### src/rtl/abus_arbiter.sv
// abus_arbiter: registered grant of the shared A bus to one of NREQ requesters, with lock and hold limit.
// Define ABUS_RR_EN for round-robin priority; without it the lowest requesting index wins every arbitration.
module abus_arbiter #(
    parameter int unsigned NREQ      = 4,
    parameter int unsigned IDW       = 2,
    parameter int unsigned MAX_HOLD  = 15,
    parameter logic [3:0]  ASEL_NONE = 4'h0   // asel_none code of the abus mux
) (
    input  logic              clk,
    input  logic              rstn,
    input  logic [NREQ-1:0]   req,
    input  logic [NREQ-1:0]   lock,
    input  logic [4*NREQ-1:0] sel,
    output logic [NREQ-1:0]   gnt,
    output logic [IDW-1:0]    owner,
    output logic              busy,
    output logic [3:0]        A_SEL
);

    localparam int unsigned    HCW      = 8;
    localparam logic [HCW-1:0] HOLD_MAX = HCW'(MAX_HOLD);

    logic [HCW-1:0]  hold_q;
    logic [HCW-1:0]  hold_d;
    logic [NREQ-1:0] gnt_d;
    logic [IDW-1:0]  owner_d;
    logic            busy_d;
    logic [NREQ-1:0] cand;
    logic            others;
    logic            at_limit;
    logic            retain;
    logic            found;
    logic [IDW-1:0]  win;
    int unsigned     idx;

`ifdef ABUS_RR_EN
    logic [IDW-1:0]  ptr_q;
    logic [IDW-1:0]  ptr_d;
`endif

    // Ownership status: retain while locked and under the hold limit
    always_comb begin
        others   = |(req & ~gnt);
        at_limit = (hold_q >= HOLD_MAX);
        retain   = busy && req[owner] && lock[owner] && !at_limit;
        cand     = req;
        if (busy && at_limit && others) begin
            cand = req & ~gnt;
        end
    end

    // Winner search over the candidate set, starting from the pointer
    always_comb begin
        found = 1'b0;
        win   = '0;
        idx   = 0;
        for (int unsigned k = 0; k < NREQ; k++) begin
`ifdef ABUS_RR_EN
            idx = (32'(ptr_q) + k) % NREQ;
`else
            idx = k;
`endif
            if (!found && cand[IDW'(idx)]) begin
                found = 1'b1;
                win   = IDW'(idx);
            end
        end
    end

    // Next grant state
    always_comb begin
        gnt_d   = gnt;
        owner_d = owner;
        busy_d  = busy;
        hold_d  = hold_q;
`ifdef ABUS_RR_EN
        ptr_d   = ptr_q;
`endif
        if (retain) begin
            hold_d = (hold_q == '1) ? hold_q : hold_q + HCW'(1);
        end else if (found) begin
            gnt_d      = '0;
            gnt_d[win] = 1'b1;
            owner_d    = win;
            busy_d     = 1'b1;
            hold_d     = HCW'(1);
`ifdef ABUS_RR_EN
            ptr_d      = (32'(win) == NREQ - 1) ? '0 : win + IDW'(1);
`endif
        end else begin
            gnt_d   = '0;
            owner_d = '0;
            busy_d  = 1'b0;
            hold_d  = '0;
        end
    end

    always_ff @(posedge clk or negedge rstn) begin
        if (!rstn) begin
            gnt    <= '0;
            owner  <= '0;
            busy   <= 1'b0;
            hold_q <= '0;
`ifdef ABUS_RR_EN
            ptr_q  <= '0;
`endif
        end else begin
            gnt    <= gnt_d;
            owner  <= owner_d;
            busy   <= busy_d;
            hold_q <= hold_d;
`ifdef ABUS_RR_EN
            ptr_q  <= ptr_d;
`endif
        end
    end

    // Live source code of the registered owner; the mux consumes it in the same cycle
    assign A_SEL = busy ? sel[{owner, 2'b00} +: 4] : ASEL_NONE;

endmodule

### config.mk
export PLATFORM = sky130hd
export DESIGN_NAME = abus_arbiter
export DESIGN_NICKNAME = d
export VERILOG_FILES = /design/src/rtl/abus_arbiter.sv
export SDC_FILE = /design/constraint.sdc
export NUM_CORES = 1
export LEC_CHECK = 0
export ABC_AREA = 1
export CORE_ASPECT_RATIO = 0.75
export CORE_MARGIN = 2
export CORE_UTILIZATION = 38
export CTS_BUF_LIST = sky130_fd_sc_hd__clkbuf_8
export CTS_CLUSTER_DIAMETER = 120
export CTS_CLUSTER_SIZE = 24
export DETAILED_ROUTE_END_ITERATION = 8
export GPL_TIMING_DRIVEN = 1
export HOLD_SLACK_MARGIN = 0.02
export PLACE_DENSITY = 0.74
export SLEW_MARGIN = 30
export SYNTH_ARGS = -nofsm -noshare
export SYNTH_HDL_FRONTEND = slang
export SYNTH_SLANG_ARGS = --single-unit
### constraint.sdc
create_clock -name clk -period 1.6 [get_ports clk]
set_clock_uncertainty 0.15 [all_clocks]
set_input_delay 0.32 -clock clk [delete_from_list [all_inputs] [get_ports clk]]
set_output_delay 0.32 -clock clk [all_outputs]
set_load 0.01 [all_outputs]
==> load_flow_metrics.sql <==
INSERT INTO impl_metrics (metric_group, metric, value, unit) VALUES
('timing', 'post_route_clock_period_utilization', '115', '%'),
('detailed_routing', 'drt_first_pass_iters', '4', ''),
('synth', 'leading_cell_types_by_total_area_after_synthesis', 'sky130_fd_sc_hd__dfrtp_1, sky130_fd_sc_hd__nor2_1, sky130_fd_sc_hd__nor2_4', ''),
('critical_path', 'crit-reg2reg-capture', 'hold_q[2]', ''),
('timing', 'timing.setup.tns', '-2520', 'ps'),
('timing', 'setup_repair_after_global_routing_missed_its_margin', 'yes', ''),
('global_routing', 'pin_count_of_the_biggest_net_entering_global_routing', '16', ''),
('floorplanning', 'start_util', '40.9', '%'),
('place', 'port_buffers', '36', ''),
('synth', 'synth_top_cell_by_area', 'sky130_fd_sc_hd__dfrtp_1', ''),
('power', 'leakage', '0.854', 'nW'),
('synth', 'synthesis.area', '958', 'µm²'),
('status', 'outcome', 'finished, violations left', ''),
('critical_path', 'worst_ep_required_time', '1640', 'ps'),
('power', 'max-vdd-ir-drop', '0.749', 'mV'),
('clock_network', 'clk_path_buf_depth', '2', ''),
('clock_network', 'worstSkewPairLatency', '250', 'ps'),
('critical_path', 'crit_arrival', '1890', 'ps'),
('worst_hold_path', 'worst_hold_path_type', 'in2async', ''),
('floorplanning', 'boundaryPins', '37', ''),
('critical_path', 'worst_path_largest_cell_delay', '420', 'ps'),
('timing', 'final_setup_fails', '16', ''),
('detailed_routing', 'via_density', '4.99', ''),
('floorplanning', 'die_area', '2940', 'µm²'),
('clock_network', 'clkTransAtPathRegs', '60', 'ps'),
('global_routing', 'all_layer_gr_usage', '22.0', '%'),
('global_routing', 'gr-total-overflow', '0', ''),
('finish', 'insertedDiodeCount', '0', ''),
('place', 'gp_routability_congestion', '0.862', ''),
('finish', 'area.growth.synth_to_final', '87.2', '%'),
('clock_network', 'cts_tree', 'done', ''),
('detailed_routing', 'drt-wirelength-per-cell', '14.8', 'µm'),
('detailed_routing', 'total_via_count_after_detailed_routing', '1163', ''),
('synth', 'synth.lib_cells_used.distinct', '28', ''),
('clock_network', 'cts.sink_count', '15', ''),
('global_routing', 'grt_pass1_wl', '4.46', 'mm'),
('critical_path', 'worst-path-max-fanout', '8', ''),
('floorplanning', 'die_y', '47.5', 'µm'),
('timing', 'fin_worst_hold_slack', '245', 'ps'),
('detailed_routing', 'detail_route.wirelength', '3.46', 'mm'),
('critical_path', 'timing.reg2reg.worst_path_depth', '9', ''),
('critical_path', 'worstSetupEndpointType', 'flop', ''),
('finish', 'drive_above_1_share', '41.2', '%'),
('clock_network', 'cts_hold_buf', '0', ''),
('timing', 'maxSlewViolCount', '0', ''),
('floorplanning', 'placeableCoreArea', '2350', 'µm²'),
('place', 'dpl.hpwl', '2.17', 'mm'),
('synth', 'yosysSeqAreaShare', '39.2', '%'),
('critical_path', 'path_cells', 'ha_4 > nand3_4 > nand3_4 > nor2_4 > nand2_2 > nor2_4 > clkinv_4 > a31oi_4 > o21a_1', ''),
('global_routing', 'grt_pass1_vias', '1013', ''),
('synth', 'synthDominantCellAreaShare', '39.2', '%'),
('detailed_routing', 'postRouteAntennaNets', '0', ''),
('finish', 'final_cell_mix', 'sky130_fd_sc_hd__buf_4, sky130_fd_sc_hd__clkdlybuf4s50_1, sky130_fd_sc_hd__nand2_1, sky130_fd_sc_hd__dfrtp_1, sky130_fd_sc_hd__inv_1', ''),
('synth', 'ys_ff_latch', '15', ''),
('timing', 'timing.fmax', '0.542', 'GHz'),
('critical_path', 'reg2reg_from', 'hold_q[1]', ''),
('critical_path', 'r2r_slack', '-250', 'ps'),
('status', 'failed_checks', 'negative setup slack', ''),
('synth', 'synthesis.instances', '122', ''),
('clock_network', 'clock_tree.root_cell', 'sky130_fd_sc_hd__clkbuf_8', ''),
('finish', 'total_nets_final', '227', ''),
('global_routing', 'antenna_found_initial', '0', ''),
('critical_path', 'worstSetupStartpointType', 'flop', ''),
('floorplanning', 'die-width', '62.0', 'µm'),
('floorplanning', 'standard_cell_rows', '15', ''),
('power', 'power_density', '1340', 'nW/µm²'),
('finish', 'layout_commonest_cell', 'sky130_fd_sc_hd__buf_4', ''),
('detailed_routing', 'drt_first_iter_violations', '29', ''),
('detailed_routing', 'post-route-drc-count', '0', ''),
('critical_path', 'worst-setup-path-type', 'reg2reg', ''),
('job', 'number_of_maximum_capacitance_violations', '0', ''),
('timing', 'final_hold_violation_count', '0', ''),
('timing', 'fin_crit', '1850', 'ps'),
('clock_network', 'cts_buffers', '3', ''),
('synth', 'ys.warnings.count', '0', ''),
('critical_path', 'slowest_stage', 'sky130_fd_sc_hd__dfrtp_1', ''),
('timing', 'post-route-worst-setup-slack', '-245', 'ps'),
('synth', 'postSynthAreaPerCell', '7.86', 'µm²'),
('clock_network', 'h-tree-depth', '1', '');
## where the power goes
part / internal [mW] / switching (mW)
clock: 0.173 / 0.141
sequential: 0.468 / 0.0839
combinational: 0.746 / 0.787
## final cells by class
type,count,area (µm²)
Multi-Input combinational cell,95,644
Timing Repair Buffer,71,618
Fill cell,163,552
Sequential cell,15,378
Inverter,14,65.1
Tap cell,34,42.5
Clock buffer,3,41.3
Clock inverter,1,5.00
## worst max path at each step
stage	start	endpoint	slack [ps]	cells after the start
2_1_floorplan	hold_q[1]	hold_q[2]	3	9
3_3_place_gp	sel[8]	A_SEL[0]	-580	6
3_5_place_dp	sel[8]	A_SEL[0]	-590	6
4_1_cts	owner[0]	hold_q[2]	-180	10
5_1_grt	hold_q[1]	hold_q[2]	-330	9
6_report	hold_q[1]	hold_q[2]	-250	9
## logic make-up after synthesis
group	share of synthesized area (%)
other	0.391
and+or+nand+nor	35.1
DFF	39.2
AOI/OAI and AO/OA	17.5
buffers and inverters	6.53
adders and majority gates	1.31
## cells in the mapped netlist (all sizes together)
cell type	instances
nor2	26
nand2	20
dfrtp	15
o21ai	15
inv	14
nand3	10
a21oi	8
nand4	3
a31oi	2
o21bai	2
buf	1
conb	1
ha	1
nand3b	1
o211ai	1
o21a	1
or2	1
## stage by stage
stage               instances  setup slack [ps]  cell area (µm²)  total power, mW  util, %
floorplan                 125              3.21              972             1.14        -
global placement          214              -581             1520             1.75     64.7
detailed placement        214              -591             1520             1.78     64.7
CTS                       225              -176             1620             2.13     68.9
global route              233              -326             1790             2.55     76.5
finish                    233              -245             1790             2.40     76.5
## worst max-delay path: cells and delay by family (launching register included)
| family | cells | cell delay, ps |
|---|---|---|
| and+or+nand+nor | 5 | 590 |
| buffers and inverters | 1 | 130 |
| AOI/OAI and AO/OA | 2 | 320 |
| DFF | 1 | 420 |
| adders and majority gates | 1 | 190 |
## flip-flops by register name, summed over array words and instances, names as in the netlist
signal and cells:
owner 2, hold_q 8, gnt 4, busy 1
## repair_timing
item / in CTS / in global routing
setup endpoints to repair: 22 / 16
buffers inserted: 7 / 8
gates resized for setup: 46 / 34
pin swaps: 6 / 14
## per-layer routing
layer  vias to the layer above  routed length [µm]  part of all wire (%)  GRT usage, %
met4                         0                  66                   1.9          11.9
met5                         -                   0                     0             0
met2                        34                1640                    47          30.8
li1                        559                   -                     -             -
met3                         8                 170                   4.9          6.22
met1                       562                1580                    46          30.6
Note: power is estimated with default switching activity, not from simulation.
